File: config.mk
export PLATFORM = sky130hd
export DESIGN_NAME = pwm_to_servo
export DESIGN_NICKNAME = d
export VERILOG_FILES = /design/src/rtl/pwm_to_servo.sv
export SDC_FILE = /design/constraint.sdc
export NUM_CORES = 1
export LEC_CHECK = 0
export ABC_CLOCK_PERIOD_IN_PS = 2950
export BUFFER_PORTS_ARGS = -buffer_cell sky130_fd_sc_hd__buf_4
export CAP_MARGIN = 5
export CORE_MARGIN = 2
export CORE_UTILIZATION = 30
export DETAILED_ROUTE_END_ITERATION = 8
export PLACE_DENSITY = 0.44
export SLEW_MARGIN = 40
export SYNTH_ARGS = -nofsm -noshare
export SYNTH_HDL_FRONTEND = slang
export SYNTH_SLANG_ARGS = --single-unit
File: constraint.sdc
create_clock -name clk -period 2.95 [get_ports clk]
set_input_delay 0.59 -clock clk [delete_from_list [all_inputs] [get_ports clk]]
set_output_delay 0.59 -clock clk [all_outputs]
set_load 0.05 [all_outputs]
File: src/rtl/pwm_to_servo.sv
// pwm_to_servo
//   Servo-pulse decoder. Measures the high time of a servo-style PWM frame
//   and reports it in servo units of CLK_PER_UNIT clocks, truncated.
//   A pulse reaching 2048 units is discarded and flagged as overflow.
//   Loss of rising edges for TIMEOUT_CLKS clocks raises signal_lost.
//
// Parameters
//   CLK_PER_UNIT  clocks per servo unit (>= 2)
//   TIMEOUT_CLKS  clocks without a rising edge before signal_lost
//
// Ports
//   clk          system clock, rising edge
//   rst          asynchronous active-low reset
//   pwm_in       asynchronous PWM input pin
//   servo_val    last good measurement (11 bits, servo units)
//   valid        one-cycle strobe, servo_val updated this cycle
//   overflow     one-cycle strobe, pulse exceeded 2047 units and was dropped
//   signal_lost  level, no rising edge for TIMEOUT_CLKS clocks
module pwm_to_servo #(
  parameter int unsigned CLK_PER_UNIT = 2000,
  parameter int unsigned TIMEOUT_CLKS = 4_000_000
) (
  input  logic        clk,
  input  logic        rst,
  input  logic        pwm_in,
  output logic [10:0] servo_val,
  output logic        valid,
  output logic        overflow,
  output logic        signal_lost
);

  localparam int unsigned PW = (CLK_PER_UNIT > 2) ? $clog2(CLK_PER_UNIT) : 1;
  localparam int unsigned FW = $clog2(TIMEOUT_CLKS + 1);
  localparam logic [PW-1:0] PRE_LAST  = PW'(CLK_PER_UNIT - 1);
  localparam logic [FW-1:0] FRAME_MAX = FW'(TIMEOUT_CLKS);

  typedef enum logic [1:0] {
    ST_ARM,
    ST_IDLE,
    ST_HIGH
  } state_t;

  state_t        state_q, state_d;
  logic          s1_q, s1_d;
  logic          s2_q, s2_d;
  logic [1:0]    fill_q, fill_d;
  logic [PW-1:0] pre_q, pre_d;
  logic [10:0]   units_q, units_d;
  logic [FW-1:0] frame_q, frame_d;
  logic [10:0]   servo_val_q, servo_val_d;
  logic          valid_q, valid_d;
  logic          overflow_q, overflow_d;
  logic          signal_lost_q, signal_lost_d;

  always_comb begin
    s1_d          = pwm_in;
    s2_d          = s1_q;
    // Marks the synchronizer as holding real samples; until then s2 still
    // shows its reset value and ARM must not mistake it for a low input.
    fill_d        = {fill_q[0], 1'b1};
    state_d       = state_q;
    pre_d         = pre_q;
    units_d       = units_q;
    servo_val_d   = servo_val_q;
    valid_d       = 1'b0;
    overflow_d    = 1'b0;
    signal_lost_d = signal_lost_q;
    frame_d       = (frame_q == FRAME_MAX) ? frame_q : frame_q + FW'(1);

    case (state_q)
      ST_ARM: begin
        if (fill_q[1] && !s2_q) begin
          state_d = ST_IDLE;
        end
      end
      ST_IDLE: begin
        if (s2_q) begin
          // The first high sample is already counted here.
          pre_d   = PW'(1);
          units_d = '0;
          frame_d = '0;
          state_d = ST_HIGH;
        end
      end
      ST_HIGH: begin
        if (!s2_q) begin
          servo_val_d   = units_q;
          valid_d       = 1'b1;
          signal_lost_d = 1'b0;
          state_d       = ST_IDLE;
        end else if (pre_q == PRE_LAST) begin
          if (units_q == '1) begin
            overflow_d = 1'b1;
            state_d    = ST_ARM;
          end else begin
            pre_d   = '0;
            units_d = units_q + 11'd1;
          end
        end else begin
          pre_d = pre_q + PW'(1);
        end
      end
      default: state_d = ST_ARM;
    endcase

    // Only the step onto the saturation value raises the flag, so a valid
    // after a long silence is not immediately followed by a new loss.
    if ((frame_q != FRAME_MAX) && (frame_d == FRAME_MAX)) begin
      signal_lost_d = 1'b1;
    end
  end

  always_ff @(posedge clk or negedge rst) begin
    if (!rst) begin
      state_q       <= ST_ARM;
      s1_q          <= 1'b0;
      s2_q          <= 1'b0;
      fill_q        <= '0;
      pre_q         <= '0;
      units_q       <= '0;
      frame_q       <= '0;
      servo_val_q   <= '0;
      valid_q       <= 1'b0;
      overflow_q    <= 1'b0;
      signal_lost_q <= 1'b1;
    end else begin
      state_q       <= state_d;
      s1_q          <= s1_d;
      s2_q          <= s2_d;
      fill_q        <= fill_d;
      pre_q         <= pre_d;
      units_q       <= units_d;
      frame_q       <= frame_d;
      servo_val_q   <= servo_val_d;
      valid_q       <= valid_d;
      overflow_q    <= overflow_d;
      signal_lost_q <= signal_lost_d;
    end
  end

  assign servo_val   = servo_val_q;
  assign valid       = valid_q;
  assign overflow    = overflow_q;
  assign signal_lost = signal_lost_q;

endmodule

---- Word level (Yosys, flattened, before mapping) ----
Cells that the tools add are included.
cells by class
  $add $sub $neg .......................... 3
  equality and inequality tests ........... 16
  mux-type cells .......................... 28
  bitwise operators ....................... 1
  reductions and logical operators ........ 11
operators with widths
  cell                     number
  $mux W11                 8
  $mux W22                 3
  $eq A22 B22 Y1 const B   2
  $pmux W11 S2             2
  $add A11 B1 Y11 const B  2
  $add A22 B1 Y22 const B  1
  $eq A11 B11 Y1 const B   2
  $ne A22 B22 Y1 const B   1
  $mux W2                  5
  $ne A2 B2 Y1 const B     5
  $mux W1                  9
  $ne A3 B3 Y1 const B     3
  $reduce_and A4 Y1        2
  $pmux W2 S3              1
  $reduce_and A5 Y1        1
  $reduce_and A2 Y1        2
  $reduce_bool A2 Y1       2
  $eq A2 B1 Y1 const B     1
  $eq A2 B2 Y1 const B     1
  $logic_and A1 B1 Y1      2
  $logic_not A2 Y1         1
  $ne A2 B1 Y1 const B     1
  $logic_not A1 Y1         1
  $not A1 Y1               1
word-level totals
  register bits ........................... 64
  input bits .............................. 3
  output and inout bits ................... 14

---- Depth between registers and ports, before layout ----
Gate-level depths: netlist of the first run.
  depth after elaboration ................. 8
  gate-level depth with buffers ........... 8

---- Worst setup path after synthesis of the first run ----
No wires, ideal clock.
  path type ............................... register to register
  start point ............................. reg frame_q[0]
  end point ............................... reg signal_lost_q, in the netlist signal_lost
  arrival time ............................ 2.192 ns
  required time ........................... 2.859 ns
  slack ................................... 0.668 ns
  stages on the path, launching flop included .. 8
  buffers on the path ..................... 0
  period minus slack after synthesis ...... 2.282 ns
  path through ............................ dfrtp_1 > ha_1 > nand4_1 > nor2_1 > or4b_2 > a211oi_1 > nand4_1 > o31ai_1
on the way
  word-level cells in the longest chain between the ends .. 8
  elaborated cells between the ends (all ways) .. 12
ends and longest elaborated chain
  element                                                              RTL line  source
  start: declaration                                                   49        logic [FW-1:0] frame_q, frame_d;
  start signal: assignment                                             133       frame_q <= frame_d;
  $add A22 B1 Y22 or $eq A22 B22 Y1 (tied branches)                    68        frame_d = (frame_q == FRAME_MAX) ? frame_q : frame_q + FW'(1);
  $mux W22                                                             68
  $mux W22                                                             77        if (s2_q) begin
  $mux W22                                                             70        case (state_q)
  $eq A22 B22 Y1                                                       108       if ((frame_q != FRAME_MAX) && (frame_d == FRAME_MAX)) begin
  $logic_and A1 B1 Y1 (*)                                              108
  $ne A2 B1 Y1 (no source line) or $reduce_bool A2 Y1 (tied branches)  n/a
  $reduce_and A2 Y1 (no source line)                                   n/a
  end signal: assignment                                               137       signal_lost_q <= signal_lost_d;
  end: declaration                                                     53        logic signal_lost_q, signal_lost_d;
Mark *: on every way between the ends. The rest lies on a longest branch, timed or not.
A chain may end at the register's enable or synchronous reset.

---- Worst setup path in the final report of the first run ----
  start point ............................. reg frame_q[2]
  end point ............................... reg signal_lost_q, in the netlist signal_lost
Same word-level chain as after synthesis.

==> impl_metrics.tcl, run 1 <==
set metrics [dict create \
    fin_crit_sh_pct 84.5 \
    slew-limit-headroom_pct 60.7 \
    cts_hold_buf 0 \
    hold_ws_ns 0.234 \
    startpoint "frame_q[2]" \
    path_class "reg -> reg" \
    area_delta_synth_final_pct 14.8 \
    path_max_fanout 10 \
    ir_worst_vdd_v 0.000244 \
    drc 0 \
    hpwl_um 4970 \
    critPathCaptureType "register" \
    diodes 0 \
    rsz0062_at_grt "no" \
    min_path_type "in -> async" \
    fin_worst_skew_ns 0.00882 \
    final.min_clock_period_ns 2.49 \
    routed_via_density 4.92 \
    cts_tree "yes" \
    drive_gt1_share_pct 18.3 \
    cts_resized 0 \
    ios 17 \
    synth-main-ff-cell "dfrtp_1" \
    p_leak_nw 1.56 \
    wl_met2_um 3310 \
    outcome "complete, no violations" \
    pre_cts_ws_ns 0.478 \
    drtAntennaViolNets 0 \
    finalSetupViolations 0 \
    wl_met1_um 3740 \
    async_flop_share_pct 100 \
    setup_tns_ns 0 \
    synth_seq_cells 64 \
    numPortBuffers 16 \
    syn_nets 336 \
    cts.clk_slew.worst_paths_ns 0.07 \
    setup_ws_ns 0.456 \
    worstMarginPinSlew_ns 0.589 \
    dieArea_sq_um 11800 \
    final_cell_mix "dfrtp_1 (63), nor2_1 (39), buf_4 (24)" \
    utilization_pct 35.0 \
    fmax_ghz 0.401 \
    htreeDepth 3 \
    clock-sinks 64 \
    cap_violations 0 \
    yosys.cell_types.count 54 \
    num-nets-final 357 \
    cts-root-buf "clkbuf_8" \
    vias 2434 \
    cpMaxStageDelayCell "or4b_1" \
    drt_iter0_markers 86 \
    mappedNetlistArea_sq_um 3270 \
    placed_area_sq_um 3570 \
    cts_made_buffers 9 \
    crit_path_start_kind "register" \
    antenna_found_initial 0 \
    die_h_um 108 \
    ff2ff_path_depth 6 \
    wire_per_inst_um 14.8 \
    synth-edff-count 0 \
    finalWeightedCongestion 0.872 \
    final_common_cell "dfrtp_1" \
    initial_utilization_pct 30.4 \
    power_density_nw_per_um2 538 \
    grt_max_degree 65 \
    rows 38 \
    cp_cell_sequence "nor4bb_1 -> nand4b_1 -> nor4b_4 -> o21ai_0 -> or4b_1 -> o31ai_1" \
    design_area_sq_um 3760 \
    synthCells 329 \
    final_max_slew_viol_count 0 \
    dr.pass1.iters 4 \
    worst_ep_arrival_time_ns 2.74 \
    critPathMaxStageDelay_ns 0.54 \
    cts_setup_buffers 0 \
    clock_latency_ns 0.34 \
    grt-ovfl-total 0 \
    clk_path_buf_depth 2 \
    top_layer "met4" \
    groute.usage.overall_pct 13.6 \
    yosys_warnings 0 \
    avgSynthCellArea_sq_um 9.94 \
    hold_viol 0 \
    grt_pass1_vias 2374 \
    r2r-start "frame_q[2]" \
    worstPathRequired_ns 3.20 \
    dr_wl_met3_um 207 \
    coreArea_sq_um 10700 \
    die_w_um 108 \
    grt_pass1_wl_um 12400 \
    seq_area_frac_synth_pct 49.0 \
    finalWirelength_um 7330 \
]
-- stage by stage --
step	instances	power [mW]
3_5_place_dp	479	1.29
3_3_place_gp	479	1.29
2_1_floorplan	329	1.20
4_1_cts	495	2.06
6_report	495	2.02
5_1_grt	495	2.15
-- worst paths after layout --
kind                          endpoint  slack, ns
min reg2reg                       s2_q       0.36
max reg2reg                signal_lost       0.46
min in group clk                  s1_q       0.35
min                        frame_q[11]       0.23
max in group asynchronous    fill_q[0]       2.30
max                        signal_lost       0.46
-- report_power, final --
group,internal [mW],switching [mW]
Sequential,0.924,0.0881
Clock,0.386,0.361
Combinational,0.103,0.158
Total,1.41,0.607
-- cell type report --
cell class,instances,area [sq um]
fill,1121,6990
sequential,64,1600
multi-input combinational,240,1560
timing repair buffer,25,191
tap,140,175
clock buffer,10,128
clock inverter,6,60.1
inverter,10,37.5
-- per-layer routing --
layer	global-route usage (%)	up-vias
li1	-	1220
met1	19.6	1186
met2	20.2	22
met3	3.32	6
met4	4.12	0
met5	0	-
-- cells in the mapped netlist (3+ instances only) --
cell type	n	share of area, %
buf_2	4	0.61
xnor2_1	15	4.0
nand2_1	17	2.0
nor2_1	39	4.5
nand2b_1	8	1.5
and3_1	4	0.76
a21oi_1	11	1.7
xor2_1	5	1.3
ha_1	4	1.5
o31ai_1	9	2.1
o21ai_0	23	3.5
a211oi_1	3	0.69
nor3b_1	3	0.69
nor2b_1	3	0.57
and2_1	3	0.57
nor4_1	7	1.3
nand3_1	15	2.3
inv_1	10	1.1
or4_4	3	1.0
mux2_2	12	4.1
nor3_1	11	1.7
nand4_1	7	1.3
dfrtp_1	63	48
mux2i_1	3	0.92
or3_1	4	0.76
clkbuf_1	8	0.92
-- cell families (layout without fill, tap and decap cells) --
group                    after synthesis  count (layout)  synth area share, %
AND/OR/NAND/NOR                      143             143                 25.1
flip-flops                            64              64                 49.0
AO/OA/AOI/OAI                         57              57                 10.6
buffers and inverters                 25              51                 3.25
XOR/XNOR                              20              20                 5.35
multiplexers                          15              15                 5.05
adder cells (fa/ha/maj)                4               4                 1.53
other                                  1               1                0.115
-- registers in the layout (all words and copies together) (netlist names) --
name,flops
s1_q,1
signal_lost,1
frame_q,22
servo_val,11
state_q,2
s2_q,1
fill_q,2
overflow,1
pre_q,11
units_q,11
valid,1
-- critical path: cells and delay by family (launching register included) --
family | cells | cell delay [ns]
simple gates | 4 | 1.52
flops | 1 | 0.51
compound gates | 2 | 0.38
Note: power is estimated with default switching activity, not from simulation.
==> run 2: changes to the inputs <==
--- a/config.mk
+++ b/config.mk
@@ -5,7 +5,7 @@
 export SDC_FILE = /design/constraint.sdc
 export NUM_CORES = 1
 export LEC_CHECK = 0
-export ABC_CLOCK_PERIOD_IN_PS = 2950
+export ABC_CLOCK_PERIOD_IN_PS = 2600
 export BUFFER_PORTS_ARGS = -buffer_cell sky130_fd_sc_hd__buf_4
 export CAP_MARGIN = 5
 export CORE_MARGIN = 2
==> constraint.sdc (replaced) <==
create_clock -name clk -period 2.6 [get_ports clk]
set_input_delay 0.52 -clock clk [delete_from_list [all_inputs] [get_ports clk]]
set_output_delay 0.52 -clock clk [all_outputs]
set_load 0.05 [all_outputs]
==> run 2 against run 1 <==
Net effect: cell count is 1.2% higher; count of clock-buffer cells in the layout up 1; wire length shrank 1.8%; critical path type unchanged; highest routed layer unchanged; largest power group unchanged; global-route usage grew 0.087 points.
==> impl_metrics.tcl, run 2 (synthesized netlist as in run 1, its figures left out) <==
set metrics [dict create \
    ios 17 \
    cap_violations 0 \
    fin_crit_sh_pct 92.2 \
    drt_iter0_markers 83 \
    clk_path_buf_depth 2 \
    rsz0062_at_grt "no" \
    worst_ep_arrival_time_ns 2.66 \
    final_cell_mix "dfrtp_1 (63), nor2_1 (39), buf_4 (30)" \
    cts_tree "yes" \
    fin_cells 501 \
    drtAntennaViolNets 0 \
    num-nets-final 363 \
    cpMaxStageDelayCell "or4b_1" \
    rows 38 \
    critPathMaxStageDelay_ns 0.56 \
    cp_cell_sequence "ha_1 -> nand4_1 -> nor2_1 -> a2111oi_1 -> o21ai_0 -> or4b_1 -> o31ai_1" \
    area_delta_synth_final_pct 16.6 \
    grt_max_degree 65 \
    min_path_type "in -> async" \
    path_delay_family "simple AND/OR/NAND/NOR gates" \
    cts_made_buffers 9 \
    placed_area_sq_um 3610 \
    ir_worst_vdd_v 0.000337 \
    crit_path_start_kind "register" \
    fillCellCount 1125 \
    cts-root-buf "clkbuf_8" \
    final.min_clock_period_ns 2.40 \
    die_w_um 108 \
    initial_utilization_pct 30.4 \
    ff2ff_setup_slack_ns 0.20 \
    p_leak_nw 1.60 \
    grt_pass1_wl_um 12400 \
    fin_worst_skew_ns 0.00712 \
    coreArea_sq_um 10700 \
    grt_pass1_vias 2442 \
    critPathCaptureType "register" \
    path_max_fanout 4 \
    die_h_um 108 \
    finalWeightedCongestion 0.818 \
    slew-limit-headroom_pct 60.7 \
    dieArea_sq_um 11800 \
    ff2ff_path_depth 7 \
    vias 2464 \
    path_class "reg -> reg" \
    drive_gt1_share_pct 19.7 \
    wire_per_inst_um 14.4 \
    groute.usage.overall_pct 13.7 \
    hold_ws_ns 0.145 \
    finalWirelength_um 7200 \
    worstMarginPinSlew_ns 0.590 \
    final_max_slew_viol_count 0 \
    r2r-start "frame_q[0]" \
    top_register "frame_q" \
    diodes 0 \
    dr.pass1.iters 4 \
    clock_latency_ns 0.35 \
    drc 0 \
    p_total_mw 2.35 \
    numPortBuffers 16 \
    setup_tns_ns 0 \
    worstPathRequired_ns 2.86 \
    largest_register_ffs 22 \
    hold_viol 0 \
    design_area_sq_um 3810 \
    r2r-end "signal_lost" \
    dp_cells 484 \
    startpoint "frame_q[0]" \
    routed_via_density 4.92 \
    final_common_cell "dfrtp_1" \
    pre_cts_ws_ns 0.179 \
    setup_ws_ns 0.203 \
    path_buf_inv 0 \
    grt-ovfl-total 0 \
    finalSetupViolations 0 \
    fmax_ghz 0.417 \
    htreeDepth 3 \
    utilization_pct 35.5 \
    antenna_found_initial 0 \
    outcome "complete, no violations" \
    cts.clk_slew.worst_paths_ns 0.07 \
    hpwl_um 4920 \
    power_density_nw_per_um2 615 \
    clock-sinks 64 \
]
==> run 2: power breakdown <==
part	switching, mW	internal [mW]
clock network	0.412	0.467
registers	0.0795	1.05
logic	0.202	0.135
==> run 2: how the worst max path moves through the flow <==
stage	cells after the start	to
after global placement	6	signal_lost
after detailed placement	6	signal_lost
after global routing	7	signal_lost
after floorplan	7	signal_lost
after CTS	6	signal_lost
final	7	signal_lost
==> run 2: worst reg2reg max path, stage by stage, from the launching register on <==
cell       delay (ns)
dfrtp_1          0.39
ha_1             0.25
nand4_1          0.18
nor2_1           0.11
a2111oi_1        0.45
o21ai_0          0.13
or4b_1           0.56
o31ai_1          0.23
==> run 2: layout make-up <==
cell class              instances  area (sq um)  share of cell area (%)
inverters                      10          37.5                   0.984
repair buffers                 31           236                    6.20
flip-flops and latches         64          1600                    42.0
multi-input cells             240          1560                    41.0
clock inverters                 5          56.3                    1.48
clock buffers                  11           141                    3.71
well taps                     140           175                    4.59
==> run 2: what timing repair did <==
item	CTS	global route
setup endpoints to repair	0	1
hold buffers	0	0
gates resized for setup	0	1
setup buffers	0	1
==> run 2: metal layers <==
metal / part of all wire (%) / GRT usage (%) / wire (um)
met5: 0 / 0 / 0
met2: 46 / 21.0 / 3300
met4: 1.9 / 6.59 / 137
met3: 2.3 / 2.95 / 166
met1: 50 / 18.4 / 3600
==> run 3: changes to the inputs <==
==> constraint.sdc (replaced) <==
create_clock -name clk -period 2.6 [get_ports clk]
set_input_delay 0.13 -clock clk [delete_from_list [all_inputs] [get_ports clk]]
set_output_delay 0.13 -clock clk [all_outputs]
set_load 0.05 [all_outputs]
==> run 3 against run 2 <==
Net effect: clock skew hardly changed; cell count rose by 0.40%; wire length rose by 0.17%; largest cell class unchanged; register-to-register slack hardly changed; combinational power hardly changed; cell area up 0.52%; largest power group unchanged; critical endpoint unchanged; critical path depth did not move; sequential power barely moved; sequential share of layout area decreased by 0.22 points.
==> impl_metrics.tcl, run 3 (synthesized netlist as in run 1, its figures left out) <==
set metrics [dict create \
    ir_worst_vdd_v 0.000337 \
    slew-limit-headroom_pct 60.7 \
    r2r-end "signal_lost" \
    design_area_sq_um 3830 \
    path_class "reg -> reg" \
    coreArea_sq_um 10700 \
    clk_path_buf_depth 2 \
    cp_cell_sequence "ha_1 -> nand4_1 -> nor2_1 -> a2111oi_1 -> o21ai_0 -> or4b_1 -> o31ai_1" \
    dr.pass1.iters 4 \
    cts_tree "yes" \
    largest_register_ffs 22 \
    finalWeightedCongestion 0.818 \
    cts-root-buf "clkbuf_8" \
    die_h_um 108 \
    worst_ep_arrival_time_ns 2.66 \
    p_clk_share_pct 37.4 \
    ff2ff_path_depth 7 \
    worstMarginPinSlew_ns 0.590 \
    initial_utilization_pct 30.4 \
    routed_via_density 4.92 \
    drive_gt1_share_pct 19.6 \
    hold_viol 0 \
    final.min_clock_period_ns 2.40 \
    path_buf_inv 0 \
    groute.usage.overall_pct 13.7 \
    rows 38 \
    die_w_um 108 \
    grt-ovfl-total 0 \
    cts_made_buffers 9 \
    ios 17 \
    min_path_type "in -> async" \
    hpwl_um 4920 \
    critPathMaxStageDelay_ns 0.56 \
    crit_path_start_kind "register" \
    p_sw_mw 0.694 \
    fmax_ghz 0.417 \
    final_max_slew_viol_count 0 \
    grt_max_degree 65 \
    cpMaxStageDelayCell "or4b_1" \
    drc 0 \
    wire_per_inst_um 14.3 \
    power_frac_comb_pct 14.5 \
    clock-sinks 64 \
    cts.clk_slew.worst_paths_ns 0.07 \
    fin_worst_skew_ns 0.00717 \
    critPathCaptureType "register" \
    p_leak_nw 1.60 \
    grt_pass1_vias 2442 \
    clock_latency_ns 0.35 \
    path_delay_family "simple AND/OR/NAND/NOR gates" \
    dieArea_sq_um 11800 \
    final_cell_mix "dfrtp_1 (63), nor2_1 (39), buf_4 (30)" \
    swShare_pct 29.6 \
    numPortBuffers 16 \
    worstPathRequired_ns 2.86 \
    placed_area_sq_um 3610 \
    fin_crit_sh_pct 92.1 \
    vias 2477 \
    rsz0062_at_grt "no" \
    diodes 0 \
    path_max_fanout 4 \
    top_register "frame_q" \
    p_int_mw 1.65 \
    htreeDepth 3 \
    dp_cells 484 \
    antenna_found_initial 0 \
    drt_iter0_markers 82 \
    area_delta_synth_final_pct 17.2 \
    ff2ff_setup_slack_ns 0.20 \
    setup_tns_ns 0 \
    fin_cells 503 \
    num-nets-final 365 \
    finalWirelength_um 7210 \
    finalSetupViolations 0 \
    final_common_cell "dfrtp_1" \
    cap_violations 0 \
    seqPwrFrac_pct 48.1 \
    drtAntennaViolNets 0 \
    outcome "complete, no violations" \
    r2r-start "frame_q[0]" \
    power_density_nw_per_um2 612 \
    grt_pass1_wl_um 12400 \
]
==> run 3: power groups by stage <==
stage	Combinational, mW	Sequential [mW]	Clock [mW]
floorplan	0.223	1.14	0
global placement	0.337	1.15	0
detailed placement	0.335	1.15	0
global route	0.385	1.14	0.953
finish	0.339	1.13	0.879
CTS	0.340	1.13	0.917
==> run 3: worst max path at each step <==
stage                          start           to  slack [ns]  depth (start not counted)
after floorplan           frame_q[0]  signal_lost        0.32                          7
after global placement    frame_q[2]  signal_lost        0.23                          6
after detailed placement  frame_q[2]  signal_lost        0.18                          6
after CTS                 frame_q[2]  signal_lost        0.13                          6
after global routing      frame_q[0]  signal_lost        0.03                          7
final                     frame_q[0]  signal_lost        0.20                          7
==> run 3: through the flow <==
| step | total power [mW] | worst slack (ns) | utilization [%] | hold WS (ns) |
|---|---|---|---|---|
| floorplan | 1.36 | 0.318 | - | -0.166 |
| global placement | 1.48 | 0.229 | 33.5 | 0.243 |
| detailed placement | 1.48 | 0.179 | 33.6 | 0.162 |
| CTS | 2.38 | 0.127 | 35.6 | 0.353 |
| global route | 2.48 | 0.0293 | 35.7 | 0.362 |
| finish | 2.35 | 0.204 | 35.7 | 0.326 |
==> run 3: what timing repair did <==
| item | in CTS | in global routing |
|---|---|---|
| hold buffers | 2 | 0 |
| gates resized for setup | 0 | 1 |
| setup buffers | 0 | 1 |
| hold endpoints to repair | 64 | 0 |
| setup endpoints to repair | 0 | 1 |
==> run 3: routing by layer <==
| metal | global-route usage (%) | up-vias | share of wire [%] |
|---|---|---|---|
| li1 | - | 1232 | - |
| met1 | 18.4 | 1204 | 50 |
| met2 | 21.0 | 31 | 46 |
| met3 | 2.95 | 10 | 2.6 |
| met4 | 6.59 | 0 | 1.9 |
| met5 | 0 | - | 0 |
==> run 3: final cells by class <==
type	count	area, sq um
Multi-Input combinational cell	240	1560
Sequential cell	64	1600
Clock buffer	11	141
Timing Repair Buffer	33	256
Inverter	10	37.5
Tap cell	140	175
Clock inverter	5	56.3
Fill cell	1123	6910
